**src/rtl/ntt_ctrl_if.sv**
```systemverilog
// ntt_ctrl_if - signal bundle between the NTT sequencing controller and the
// surrounding datapath (coefficient RAM, zeta ROM, butterfly_core).
//
// Signals:
//   start, inv            : transform request and direction (into controller)
//   busy, done            : transform status (from controller)
//   rd_en, rd_addr_a/b    : coefficient RAM read strobe and operand addresses
//   zeta_addr             : zeta ROM index, valid with rd_en
//   bf_mode               : butterfly_core mode (0 = NTT, 1 = INTT)
//   wr_en, wr_addr_a/b    : RAM write-back strobe and addresses
//
// Modports:
//   master : the controller side (drives everything except start/inv)
//   slave  : the requester/datapath side
interface ntt_ctrl_if;
  logic       start;
  logic       inv;
  logic       busy;
  logic       done;
  logic       rd_en;
  logic [7:0] rd_addr_a;
  logic [7:0] rd_addr_b;
  logic [6:0] zeta_addr;
  logic [1:0] bf_mode;
  logic       wr_en;
  logic [7:0] wr_addr_a;
  logic [7:0] wr_addr_b;

  modport master (
    input  start, inv,
    output busy, done, rd_en, rd_addr_a, rd_addr_b, zeta_addr, bf_mode,
           wr_en, wr_addr_a, wr_addr_b
  );

  modport slave (
    output start, inv,
    input  busy, done, rd_en, rd_addr_a, rd_addr_b, zeta_addr, bf_mode,
           wr_en, wr_addr_a, wr_addr_b
  );
endinterface

```
**src/rtl/ntt_ctrl.sv**
```systemverilog
// ntt_ctrl - sequencing controller for one 256-coefficient in-place NTT/INTT
// (7 layers x 128 butterflies) driven through butterfly_core.
//
// Issues one butterfly per cycle (RAM read addresses, zeta index, mode), then
// idles for PIPE_LAT cycles after each layer so all write-backs of the layer
// land before the next layer reads. Write addresses are the read addresses
// delayed by PIPE_LAT through an unstalled shift register.
//
// Ports:
//   clk  : rising-edge clock
//   rst  : asynchronous active-high reset (state to IDLE, write pipe emptied)
//   bus  : ntt_ctrl_if.master (start/inv in; busy/done/rd_*/zeta_addr/
//          bf_mode/wr_* out)
//
// Parameters:
//   PIPE_LAT : read-issue to write-back latency, 2..15 (default 6)
//
// Configuration macro:
//   NTT_CTRL_INTT_EN : when defined, inv selects the inverse transform; when
//                      undefined, inv is ignored and only the forward address
//                      and zeta sequence is built (timing unchanged).
module ntt_ctrl #(
  parameter int PIPE_LAT = 6
) (
  input  logic       clk,
  input  logic       rst,
  ntt_ctrl_if.master bus
);

  typedef enum logic [1:0] {
    S_IDLE,
    S_RUN,
    S_DRAIN,
    S_DONE
  } state_t;

  localparam logic [3:0] DRAIN_LAST = 4'(PIPE_LAT - 1);

  state_t     state_q, state_d;
  logic [2:0] layer_q, layer_d;
  logic [6:0] bfly_q,  bfly_d;
  logic [3:0] drain_q, drain_d;
  logic       issue;
  logic       mode_inv;

`ifdef NTT_CTRL_INTT_EN
  logic inv_q, inv_d;
  assign mode_inv = inv_q;
`else
  logic unused_inv;
  assign unused_inv = bus.inv;
  assign mode_inv   = 1'b0;
`endif

  // Control state: FSM, layer/butterfly/drain counters, latched direction
  always_ff @(posedge clk or posedge rst) begin
    if (rst) begin
      state_q <= S_IDLE;
      layer_q <= '0;
      bfly_q  <= '0;
      drain_q <= '0;
`ifdef NTT_CTRL_INTT_EN
      inv_q   <= 1'b0;
`endif
    end else begin
      state_q <= state_d;
      layer_q <= layer_d;
      bfly_q  <= bfly_d;
      drain_q <= drain_d;
`ifdef NTT_CTRL_INTT_EN
      inv_q   <= inv_d;
`endif
    end
  end

  always_comb begin
    state_d = state_q;
    layer_d = layer_q;
    bfly_d  = bfly_q;
    drain_d = drain_q;
`ifdef NTT_CTRL_INTT_EN
    inv_d   = inv_q;
`endif
    issue   = 1'b0;
    case (state_q)
      S_IDLE: begin
        if (bus.start) begin
          state_d = S_RUN;
          layer_d = '0;
          bfly_d  = '0;
`ifdef NTT_CTRL_INTT_EN
          inv_d   = bus.inv;
`endif
        end
      end
      S_RUN: begin
        issue  = 1'b1;
        bfly_d = bfly_q + 7'd1;
        if (bfly_q == 7'd127) begin
          state_d = S_DRAIN;
          drain_d = '0;
        end
      end
      S_DRAIN: begin
        drain_d = drain_q + 4'd1;
        if (drain_q == DRAIN_LAST) begin
          if (layer_q == 3'd6) begin
            state_d = S_DONE;
          end else begin
            layer_d = layer_q + 3'd1;
            bfly_d  = '0;
            state_d = S_RUN;
          end
        end
      end
      S_DONE: begin
        state_d = S_IDLE;
      end
      default: begin
        state_d = S_IDLE;
      end
    endcase
  end

  // Address and zeta generation from (layer, butterfly).
  // shift_s = log2(len); off_mask = len-1 kept 7 bits wide since len-1 <= 127.
  logic [2:0] shift_s;
  logic [6:0] grp;
  logic [6:0] off_mask;
  logic [6:0] off;
  logic [7:0] len;
  logic [7:0] addr_a;
  logic [7:0] addr_b;
  logic [6:0] zeta;

  always_comb begin
`ifdef NTT_CTRL_INTT_EN
    shift_s = mode_inv ? (layer_q + 3'd1) : (3'd7 - layer_q);
`else
    shift_s = 3'd7 - layer_q;
`endif
    grp      = bfly_q >> shift_s;
    off_mask = 7'h7f >> (3'd7 - shift_s);
    off      = bfly_q & off_mask;
    len      = {1'b0, off_mask} + 8'd1;
    addr_a   = ({1'b0, grp} << ({1'b0, shift_s} + 4'd1)) + {1'b0, off};
    addr_b   = addr_a + len;
`ifdef NTT_CTRL_INTT_EN
    // 7'h7f >> L equals 2^(7-L) - 1
    zeta = mode_inv ? ((7'h7f >> layer_q) - grp) : ((7'd1 << layer_q) + grp);
`else
    zeta = (7'd1 << layer_q) + grp;
`endif
  end

  // Write-back delay line: valid is control (reset), addresses are data
  logic       wb_vld_q [PIPE_LAT];
  logic       wb_vld_d [PIPE_LAT];
  logic [7:0] wb_a_q   [PIPE_LAT];
  logic [7:0] wb_a_d   [PIPE_LAT];
  logic [7:0] wb_b_q   [PIPE_LAT];
  logic [7:0] wb_b_d   [PIPE_LAT];

  always_comb begin
    // Address taps are gated with issue so only zeros enter while draining
    wb_vld_d[0] = issue;
    wb_a_d[0]   = issue ? addr_a : 8'd0;
    wb_b_d[0]   = issue ? addr_b : 8'd0;
    for (int i = 1; i < PIPE_LAT; i++) begin
      wb_vld_d[i] = wb_vld_q[i-1];
      wb_a_d[i]   = wb_a_q[i-1];
      wb_b_d[i]   = wb_b_q[i-1];
    end
  end

  always_ff @(posedge clk or posedge rst) begin
    if (rst) begin
      for (int i = 0; i < PIPE_LAT; i++) begin
        wb_vld_q[i] <= 1'b0;
      end
    end else begin
      for (int i = 0; i < PIPE_LAT; i++) begin
        wb_vld_q[i] <= wb_vld_d[i];
      end
    end
  end

  always_ff @(posedge clk) begin
    for (int i = 0; i < PIPE_LAT; i++) begin
      wb_a_q[i] <= wb_a_d[i];
      wb_b_q[i] <= wb_b_d[i];
    end
  end

  // Outputs: read-side fields forced to zero when no butterfly is issued
  logic busy_w;
  logic wr_en_w;

  assign busy_w        = (state_q == S_RUN) || (state_q == S_DRAIN);
  assign wr_en_w       = wb_vld_q[PIPE_LAT-1];

  assign bus.busy      = busy_w;
  assign bus.done      = (state_q == S_DONE);
  assign bus.rd_en     = issue;
  assign bus.rd_addr_a = issue ? addr_a : 8'd0;
  assign bus.rd_addr_b = issue ? addr_b : 8'd0;
  assign bus.zeta_addr = issue ? zeta : 7'd0;
  assign bus.bf_mode   = busy_w ? {1'b0, mode_inv} : 2'd0;
  assign bus.wr_en     = wr_en_w;
  assign bus.wr_addr_a = wr_en_w ? wb_a_q[PIPE_LAT-1] : 8'd0;
  assign bus.wr_addr_b = wr_en_w ? wb_b_q[PIPE_LAT-1] : 8'd0;

endmodule

```
**src/flat_wrapper.sv**
```systemverilog
// flat-port wrapper written by rule: the top's interface ports become plain ports
module ntt_ctrl_flat 
#(
  parameter int PIPE_LAT = 6
)
  (clk, rst, bus_start, bus_inv, bus_busy, bus_done, bus_rd_en, bus_rd_addr_a, bus_rd_addr_b, bus_zeta_addr, bus_bf_mode, bus_wr_en, bus_wr_addr_a, bus_wr_addr_b);
  ntt_ctrl_if bus_i ();
  input  logic clk;
  input  logic rst;
  input wire logic [$bits(bus_i.start)-1:0] bus_start;
  input wire logic [$bits(bus_i.inv)-1:0] bus_inv;
  output wire logic [$bits(bus_i.busy)-1:0] bus_busy;
  output wire logic [$bits(bus_i.done)-1:0] bus_done;
  output wire logic [$bits(bus_i.rd_en)-1:0] bus_rd_en;
  output wire logic [$bits(bus_i.rd_addr_a)-1:0] bus_rd_addr_a;
  output wire logic [$bits(bus_i.rd_addr_b)-1:0] bus_rd_addr_b;
  output wire logic [$bits(bus_i.zeta_addr)-1:0] bus_zeta_addr;
  output wire logic [$bits(bus_i.bf_mode)-1:0] bus_bf_mode;
  output wire logic [$bits(bus_i.wr_en)-1:0] bus_wr_en;
  output wire logic [$bits(bus_i.wr_addr_a)-1:0] bus_wr_addr_a;
  output wire logic [$bits(bus_i.wr_addr_b)-1:0] bus_wr_addr_b;
  assign bus_i.start = bus_start;
  assign bus_i.inv = bus_inv;
  assign bus_busy = bus_i.busy;
  assign bus_done = bus_i.done;
  assign bus_rd_en = bus_i.rd_en;
  assign bus_rd_addr_a = bus_i.rd_addr_a;
  assign bus_rd_addr_b = bus_i.rd_addr_b;
  assign bus_zeta_addr = bus_i.zeta_addr;
  assign bus_bf_mode = bus_i.bf_mode;
  assign bus_wr_en = bus_i.wr_en;
  assign bus_wr_addr_a = bus_i.wr_addr_a;
  assign bus_wr_addr_b = bus_i.wr_addr_b;
  ntt_ctrl #(.PIPE_LAT(PIPE_LAT)) u_core (.clk(clk), .rst(rst), .bus(bus_i));
endmodule
```
**config.mk**
```make
export PLATFORM = sky130hd
export DESIGN_NAME = ntt_ctrl_flat
export DESIGN_NICKNAME = d
export VERILOG_FILES = /design/src/rtl/ntt_ctrl_if.sv /design/src/rtl/ntt_ctrl.sv /design/src/flat_wrapper.sv
export SDC_FILE = /design/constraint.sdc
export NUM_CORES = 1
export LEC_CHECK = 0
export BUFFER_PORTS_ARGS = -buffer_cell sky130_fd_sc_hd__buf_2
export CORE_ASPECT_RATIO = 1.5
export CORE_MARGIN = 5
export CORE_UTILIZATION = 50
export CTS_CLUSTER_SIZE = 16
export DETAILED_ROUTE_END_ITERATION = 8
export PLACE_DENSITY = 0.78
export SETUP_SLACK_MARGIN = 0.02
export SLEW_MARGIN = 5
export SYNTH_ARGS = -nofsm -noshare
export SYNTH_HDL_FRONTEND = slang
export SYNTH_SLANG_ARGS = --single-unit
```
**constraint.sdc**
```tcl
create_clock -name clk -period 7.75 [get_ports clk]
set_clock_uncertainty 0.05 [all_clocks]
set_input_delay 1.1625 -clock clk [delete_from_list [all_inputs] [get_ports clk]]
set_output_delay 1.1625 -clock clk [all_outputs]
set_load 0.005 [all_outputs]
```
==> results of run 1 <==
cell type report:
cell class              count  area (um^2)
clock inverters            15          200
inverters                  31          116
flip-flops and latches    118         2470
multi-input cells         302         2090
clock buffers              17          425
repair buffers             48          248
fillers                   793         3940
well taps                 115          144
per-layer routing:
layer	vias up	track usage, %	share of wire (%)
met5	-	0	0
met4	0	9.46	2.1
met3	17	4.52	4.6
met2	100	31.7	57
met1	1615	17.4	37
li1	1683	-	-
flip-flops by register name (all words and copies together), names as in the netlist:
signal / flops
u_core.wb_a_q: 48
u_core.wb_b_q: 48
u_core.bfly_q: 7
u_core.wb_vld_d: 5
u_core.drain_q: 4
u_core.layer_q: 3
u_core.state_q: 2
u_core.bus.wr_en: 1
placed cells by master, fill, tap and decap left out, types with 4 or more instances in the layout:
master	n
a21boi_0	4
a21o_1	4
a21oi_1	23
and2_1	32
buf_2	45
bufinv_16	4
clkbuf_16	17
clkinv_2	4
dfrtp_1	22
dfxtp_1	96
ha_1	36
inv_1	30
mux2i_1	12
nand2_1	31
nand2b_1	4
nand3_1	8
nand3b_1	5
nor2_1	29
nor2b_1	9
nor3_1	16
o21ai_0	30
o31ai_1	4
xnor2_1	10
path summary, 6_finish.rpt:
path / from / endpoint / slack (ns) / cells after the start
max reg2reg: u_core.layer_q[0] / u_core.wb_b_q[0][7] / 2.74 / 20
max: u_core.layer_q[0] / bus_rd_addr_b[7] / 1.11 / 21
min: u_core.wb_b_q[3][2] / u_core.wb_b_q[4][2] / 0.27 / 0
max in group asynchronous: rst / u_core.bfly_q[6] / 6.20 / 2
min reg2reg: u_core.wb_b_q[3][2] / u_core.wb_b_q[4][2] / 0.27 / 0
min in group asynchronous: rst / u_core.wb_vld_d[4] / 0.89 / 2
through the flow:
step	util [%]	hold slack (ns)
3_5_place_dp	52.7	0.262
5_1_grt	59.2	0.275
4_1_cts	59.2	0.273
6_report	59.2	0.266
2_1_floorplan	-	0.260
3_3_place_gp	52.7	0.260
kinds of logic (layout without fill, tap and decap cells):
group / after synthesis / in the layout / share of synthesized area, %
AO/OA/AOI/OAI: 88 / 88 / 11.2
XOR/XNOR: 12 / 12 / 2.14
adder cells (fa/ha/maj): 39 / 39 / 10.4
buffers and inverters: 70 / 111 / 7.16
flip-flops: 118 / 118 / 50.3
multiplexers: 14 / 14 / 3.36
other: 1 / 2 / 0.0763
AND/OR/NAND/NOR: 147 / 147 / 15.4
report_power, final:
| group | switching (mW) | internal, mW | leakage [nW] |
|---|---|---|---|
| clock | 0.276 | 0.539 | 0.308 |
| sequential | 0.0536 | 0.737 | 1.07 |
| combinational | 0.401 | 0.254 | 1.22 |
| total | 0.730 | 1.53 | 2.60 |
worst max-delay path: cells and delay by family (launching register included):
kind,cells,cell delay (ns)
DFF,1,0.38
buffers and inverters,3,0.41
xor gates and xnor gates,1,0.10
and+or+nand+nor,4,0.82
AOI/OAI and AO/OA,8,1.71
adders and majority gates,5,1.60
==> results.json, run 1 <==
{
  "grt_pass1_vias": 3487,
  "area_delta_synth_final_pct": 16.0,
  "n_antenna_cell": 0,
  "pre_cts_slack_ns": 1.57,
  "wire_per_inst_um": 15.1,
  "num_io_pins": 49,
  "grt_pass1_wl_um": 16400,
  "grt.overflow.total": 0,
  "cap_violations": 0,
  "final.setup.tns_ns": 0,
  "die_x_um": 90.9,
  "place_area_um2": 5070,
  "worst_slack_ns": 1.11,
  "slowest_delay_ns": 0.40,
  "postCtsHoldBufs": 0,
  "antenna_left": 0,
  "setup_violations": 0,
  "rsz0062_at_grt": "no",
  "worst_hold_path_type": "reg2reg",
  "max_freq_mhz": 151,
  "critPathKind": "reg2out",
  "core_um2": 9630,
  "dr.pass1.iters": 5,
  "crit_path_max_fanout": 13,
  "cts_buffers": 17,
  "std_cell_rows": 44,
  "post-route-period-util_pct": 85.7,
  "vias": 3415,
  "ys.warnings.count": 0,
  "synth.distinct_cells": 55,
  "htreeDepth": 4,
  "synth_top_area_share_pct": 39.1,
  "syn_avg_cell_area_um2": 10.0,
  "cts.clk_slew.worst_paths_ns": 0.06,
  "critPathLaunchType": "flop",
  "peakVddDrop_mv": 0.274,
  "seq_area_frac_synth_pct": 50.3,
  "syn_area_um2": 4910,
  "final_nets": 561,
  "portBuffers": 45,
  "p_per_area_nw_per_um2": 397,
  "synth-edff-count": 0,
  "synthTopCellsByCount": "dfxtp_1, ha_1, and2_1, nand2_1",
  "hold_viol_final": 0,
  "p_leak_nw": 2.60,
  "clock-sinks": 118,
  "drcViolationCount": 0,
  "run_status": "complete, no violations",
  "worst_slew_pin_slew_ns": 0.903,
  "globalplace.congestion": 0.843,
  "drt_iter0_drc": 149,
  "cts_resized": 0,
  "cp.arrival_ns": 5.43,
  "slew_viol_final": 0,
  "die_h_um": 131,
  "synth_largest_area_cell": "dfxtp_1",
  "via_per_inst": 5.29,
  "drive_above_1_share_pct": 16.6,
  "antenna_found_initial": 0,
  "synth-seq-cells": 118,
  "start_util_pct": 51.0,
  "p_total_mw": 2.26,
  "synth_area_leaders": "dfxtp_1, dfrtp_1, ha_1",
  "cts-root-buf": "clkbuf_16",
  "post-route-cell-area_um2": 5700,
  "path_cells": "inv_2 > ha_1 > ha_1 > a21o_1 > nor4_1 > ha_1 > inv_1 > fa_1 > nor2b_1 > o21ai_0 > a21boi_0 > o21ai_0 > a21boi_0 > nor2_1 > ha_1 > a21boi_0 > a2bb2oi_1 > xnor2_1 > or3_1 > a21oi_1 > buf_2",
  "dieArea_um2": 12000,
  "slew_headroom_pct": 39.7,
  "final_cells": 646,
  "worstSetupEndpointType": "output port",
  "synthCells": 489,
  "ys.flop_type": "dfxtp_1",
  "cp_slowest_cell": "fa_1",
  "fin_crit_ns": 6.64,
  "clock_path_buffers": 2,
  "cpMostUsedCell": "ha_1",
  "cp.required_ns": 6.54,
  "gr-usage-all-layers_pct": 17.3,
  "cts_tree": "done",
  "yosysMostFrequentCell": "dfxtp_1",
  "post_cts_buffers": 0,
  "dp.cells": 614,
  "grt_start_max_net_pins": 30,
  "synthArstFlopShare_pct": 18.6,
  "hpwl_um": 6830,
  "routed_wl_um": 9730,
  "clkLatencyLatePin_ns": 0.41
}
Power figures use the tool's default switching activity.
==> inputs of run 2 (changes only) <==
PLACE_DENSITY = 0.69   (was 0.78)
==> run 2 against run 1 <==
Effect of this change:
- clock power is 2% lower
- worst setup slack improved by 0.050 ns
- combinational power is essentially flat
- critical path depth is the same
- sequential share of layout area increased by 0.076 points
- register-to-register slack better by 0.05 ns
- core utilization shrank 0.10 points
- final cell count unchanged
- first-iteration DRC count is 18% higher
- largest power group unchanged
- via count decreased by 1.7%
- design area fell by 0.18%
==> results.json, run 2 (synthesized netlist as in run 1, its figures left out) <==
{
  "r2r_cells": 20,
  "grt_pass1_vias": 3423,
  "final.setup.tns_ns": 0,
  "dr.pass1.iters": 4,
  "crit_buf_inv": 3,
  "p_per_area_nw_per_um2": 394,
  "slew_headroom_pct": 42.1,
  "globalplace.congestion": 0.861,
  "drive_above_1_share_pct": 16.6,
  "layout_common_cells": "dfxtp_1, buf_2, ha_1, and2_1, nand2_1",
  "setup_violations": 0,
  "post_cts_buffers": 0,
  "timing.rr.start": "u_core.layer_q[0]",
  "layout_commonest_cell": "dfxtp_1",
  "fillerInstances": 799,
  "hold_viol_final": 0,
  "clockPowerShare_pct": 35.5,
  "cap_violations": 0,
  "post-route-cell-area_um2": 5690,
  "drcViolationCount": 0,
  "htreeDepth": 4,
  "antenna_found_initial": 0,
  "num_io_pins": 49,
  "cts_tree": "done",
  "clock_path_buffers": 2,
  "hold_depth": 0,
  "cpMostUsedCell": "ha_1",
  "cp.arrival_ns": 5.38,
  "max_freq_mhz": 152,
  "drt_iter0_drc": 176,
  "pre_cts_slack_ns": 1.60,
  "portBuffers": 45,
  "cts.clk_slew.worst_paths_ns": 0.06,
  "critPathLaunchType": "flop",
  "clock-sinks": 118,
  "p_total_mw": 2.24,
  "std_cell_rows": 44,
  "cts_resized": 0,
  "power.switching_mw": 0.731,
  "hpwl_um": 6700,
  "vias": 3358,
  "dieArea_um2": 12000,
  "crit_path_max_fanout": 13,
  "critPathKind": "reg2out",
  "cp_top_family": "compound AO/OA/AOI/OAI gates",
  "antenna_left": 0,
  "post-route-period-util_pct": 85.0,
  "core_um2": 9630,
  "cts_buffers": 17,
  "reg_top3": "u_core.wb_a_q (48), u_core.wb_b_q (48), u_core.bfly_q (7)",
  "cts-root-buf": "clkbuf_16",
  "gr-usage-all-layers_pct": 16.5,
  "timing.critical_path.from": "u_core.layer_q[0]",
  "utilization_pct": 59.1,
  "run_status": "complete, no violations",
  "p_leak_nw": 2.60,
  "n_antenna_cell": 0,
  "postCtsHoldBufs": 0,
  "rsz0062_at_grt": "no",
  "grt_pass1_wl_um": 15900,
  "path_cells": "inv_2 > ha_1 > ha_1 > a21o_1 > nor4_1 > ha_1 > inv_1 > fa_1 > nor2b_1 > o21ai_0 > a21boi_0 > o21ai_0 > a21boi_0 > nor2_1 > ha_1 > a21boi_0 > a2bb2oi_1 > xnor2_1 > or3_1 > a21oi_1 > buf_2",
  "via_per_inst": 5.20,
  "hp-start": "u_core.wb_a_q[3][1]",
  "area_delta_synth_final_pct": 15.8,
  "die_x_um": 90.9,
  "cp_slowest_cell": "ha_1",
  "place_area_um2": 5070,
  "internal_power_mw": 1.51,
  "wire_per_inst_um": 14.3,
  "die_h_um": 131,
  "min_to": "u_core.wb_a_q[4][1]",
  "timing.rr.end": "u_core.wb_b_q[0][7]",
  "worst_hold_path_type": "reg2reg",
  "peakVddDrop_mv": 0.363,
  "slowest_delay_ns": 0.40,
  "clkLatencyLatePin_ns": 0.41,
  "cp.required_ns": 6.54,
  "worstSetupEndpointType": "output port",
  "pwr-share-comb_pct": 29.2,
  "grt_start_max_net_pins": 30,
  "worst_slack_ns": 1.16,
  "final_nets": 561,
  "path_depth": 21,
  "slew_viol_final": 0,
  "fin_crit_ns": 6.59,
  "start_util_pct": 51.0,
  "worst_slew_pin_slew_ns": 0.868,
  "routed_wl_um": 9250,
  "swShare_pct": 32.7,
  "grt.overflow.total": 0,
  "p_seq_share_pct": 35.3,
  "regToRegSetupSlack_ns": 2.79
}
==> run 2: routing by layer <==
layer  vias to the layer above  wire, um  track usage (%)
met5                         -         0                0
met1                      1582      3610             17.6
li1                       1682         -                -
met4                         0       337             9.22
met2                        72      4930             28.5
met3                        22       369             4.98
==> run 2: area by class of cell <==
cell class	count	area, um^2	share of cell area, %
sequential	118	2470	43.5
multi-input combinational	302	2090	36.8
clock buffer	18	439	7.72
timing repair buffer	48	248	4.35
clock inverter	14	176	3.10
tap	115	144	2.53
inverter	31	116	2.05
==> run 2: power by group through the flow <==
stage / Combinational, mW / Sequential, mW / Clock, mW
floorplan: 0.520 / 0.785 / 0
global placement: 0.635 / 0.794 / 0
detailed placement: 0.655 / 0.802 / 0
CTS: 0.659 / 0.794 / 0.812
global route: 0.744 / 0.807 / 0.843
finish: 0.654 / 0.790 / 0.796
==> run 2: stage by stage <==
step	instances	hold WS [ns]
floorplan	490	0.260
global placement	614	0.260
detailed placement	614	0.262
CTS	646	0.272
global route	646	0.275
finish	646	0.272
==> run 2: how the worst max path moves through the flow <==
stage	slack [ns]	endpoint
final	1.16	bus_rd_addr_b[7]
after global routing	0.59	bus_rd_addr_b[7]
after CTS	1.15	bus_rd_addr_b[7]
after detailed placement	1.60	bus_rd_addr_b[7]
after global placement	1.71	bus_rd_addr_b[7]
after floorplan	1.88	bus_rd_addr_b[7]
==> run 2: worst reg2reg max path: cells and delay by family (launching register included) <==
kind	cells	cell delay, ns
compound gates	8	1.69
xor+xnor	1	0.10
flops	1	0.38
fa+ha+maj	5	1.58
simple gates	4	0.80
buf+inv	2	0.24
==> inputs of run 3 (changes only) <==
CORE_UTILIZATION = 58   (was 50)
PLACE_DENSITY = 0.79   (was 0.69)
==> run 3 against run 2 <==
Effect of this change:
- sequential power is 0.8% higher
- fmax is 2.1% lower
- clock power is 3.3% lower
- largest power group is now sequential cells
- final cell count is 1.1% lower
- clock-buffer cell count stayed put
- first-iteration DRC count is 22% lower
- combinational power is 2% higher
==> results.json, run 3 (synthesized netlist as in run 1, its figures left out) <==
{
  "gr-usage-all-layers_pct": 20.2,
  "grt.overflow.total": 0,
  "peakVddDrop_mv": 0.240,
  "vias": 3419,
  "antenna_found_initial": 0,
  "area_delta_synth_final_pct": 15.2,
  "grt_start_max_net_pins": 30,
  "slew_headroom_pct": 38.4,
  "final.setup.tns_ns": 0,
  "dr.pass1.iters": 4,
  "clkLatencyLatePin_ns": 0.41,
  "drcViolationCount": 0,
  "crit_path_max_fanout": 13,
  "run_status": "complete, no violations",
  "postCtsHoldBufs": 0,
  "p_seq_share_pct": 35.6,
  "cp.arrival_ns": 5.52,
  "timing.rr.start": "u_core.layer_q[0]",
  "critPathKind": "reg2out",
  "wire_per_inst_um": 15.6,
  "layout_common_cells": "dfxtp_1, buf_2, ha_1, and2_1, nand2_1",
  "num_io_pins": 49,
  "internal_power_mw": 1.48,
  "core_um2": 8360,
  "seq_area_um2": 2470,
  "cp.required_ns": 6.54,
  "worstSetupEndpointType": "output port",
  "p_leak_nw": 2.60,
  "via_per_inst": 5.35,
  "n_antenna_cell": 0,
  "cts_buffers": 17,
  "swShare_pct": 33.9,
  "cts-root-buf": "clkbuf_16",
  "max_freq_mhz": 149,
  "crit_path_end": "bus_rd_addr_b[7]",
  "globalplace.congestion": 0.888,
  "cts_tree": "done",
  "rsz0062_at_grt": "no",
  "worst_hold_path_type": "reg2reg",
  "dieArea_um2": 10500,
  "power.switching_mw": 0.758,
  "routed_wl_um": 9960,
  "pwr-share-comb_pct": 30.0,
  "antenna_left": 0,
  "grt_pass1_wl_um": 16300,
  "grt_pass1_vias": 3529,
  "setup_violations": 0,
  "portBuffers": 45,
  "drive_above_1_share_pct": 16.7,
  "cts.clk_slew.worst_paths_ns": 0.06,
  "reg_top3": "u_core.wb_a_q (48), u_core.wb_b_q (48), u_core.bfly_q (7)",
  "timing.rr.end": "u_core.wb_b_q[0][7]",
  "clock_path_buffers": 2,
  "p_per_area_nw_per_um2": 395,
  "htreeDepth": 4,
  "std_cell_rows": 41,
  "regToRegSetupSlack_ns": 2.66,
  "clock-sinks": 118,
  "timing.critical_path.from": "u_core.layer_q[0]",
  "final_nets": 562,
  "clockPowerShare_pct": 34.4,
  "pre_cts_slack_ns": 1.52,
  "hold_viol_final": 0,
  "start_util_pct": 58.8,
  "die_x_um": 85.2,
  "cts_resized": 0,
  "fin_crit_ns": 6.73,
  "slew_viol_final": 0,
  "die_h_um": 123,
  "critPathLaunchType": "flop",
  "post_cts_buffers": 0,
  "multi_input_area_um2": 2090,
  "layout_commonest_cell": "dfxtp_1",
  "cap_violations": 0,
  "worst_slew_pin_slew_ns": 0.923,
  "post-route-period-util_pct": 86.8,
  "r2r_cells": 21,
  "drt_iter0_drc": 137,
  "hpwl_um": 6860,
  "worst_slack_ns": 1.02,
  "fillerInstances": 623
}
==> run 3: metal layers <==
layer	global-route usage, %	share of wire, %	wire length, um	vias up
met5	0	0	0	-
met4	13.1	3.9	385	0
met3	4.97	4.1	407	29
met2	37.8	55	5500	86
met1	19.3	37	3670	1608
li1	-	-	-	1696
==> run 3: final cells by class <==
class / count / area share, %
sequential: 118 / 43.7
timing repair buffer: 49 / 4.51
clock inverter: 14 / 2.65
clock buffer: 18 / 7.76
multi-input combinational: 302 / 37.0
tap: 107 / 2.37
inverter: 31 / 2.06
==> run 3: critical path, stage by stage (launching register included) <==
cell       delay, ns
dfrtp_1         0.39
inv_2           0.20
ha_1            0.24
ha_1            0.25
buf_4           0.18
a21o_1          0.21
nor4_1          0.25
ha_1            0.22
inv_1           0.06
fa_1            0.40
nor2b_1         0.13
o21ai_0         0.11
a21boi_0        0.30
o21ai_0         0.14
a21boi_0        0.27
nor2_1          0.10
ha_1            0.31
a21boi_0        0.21
a2bb2oi_1       0.30
xnor2_1         0.13
or3_1           0.32
a21oi_1         0.22
buf_2           0.17
==> run 3: power groups by stage <==
| stage | sequential (mW) | combinational [mW] | clock (mW) |
|---|---|---|---|
| finish | 0.796 | 0.670 | 0.770 |
| global route | 0.812 | 0.750 | 0.805 |
| CTS | 0.799 | 0.669 | 0.777 |
| detailed placement | 0.806 | 0.656 | 0 |
| global placement | 0.793 | 0.632 | 0 |
| floorplan | 0.785 | 0.520 | 0 |
==> run 3: worst min path at each step <==
stage,endpoint,start,depth (start not counted)
2_1_floorplan,u_core.wb_a_q[1][0],u_core.wb_a_q[0][0],0
3_3_place_gp,u_core.wb_a_q[5][4],u_core.wb_a_q[4][4],0
3_5_place_dp,u_core.wb_a_q[5][4],u_core.wb_a_q[4][4],0
4_1_cts,u_core.wb_b_q[2][5],u_core.wb_b_q[1][5],0
5_1_grt,u_core.wb_a_q[3][5],u_core.wb_a_q[2][5],0
6_report,u_core.wb_b_q[2][1],u_core.wb_b_q[1][1],0
==> run 3: metrics by stage <==
| stage | std cells | total power [mW] | hold slack, ns | util (%) | cell area (um^2) |
|---|---|---|---|---|---|
| 4_1_cts | 639 | 2.24 | 0.270 | 67.7 | 5660 |
| 3_3_place_gp | 607 | 1.43 | 0.260 | 60.6 | 5070 |
| 2_1_floorplan | 490 | 1.30 | 0.260 | - | 4920 |
| 6_report | 639 | 2.24 | 0.272 | 67.7 | 5660 |
| 3_5_place_dp | 607 | 1.46 | 0.262 | 60.6 | 5070 |
| 5_1_grt | 639 | 2.37 | 0.275 | 67.7 | 5660 |
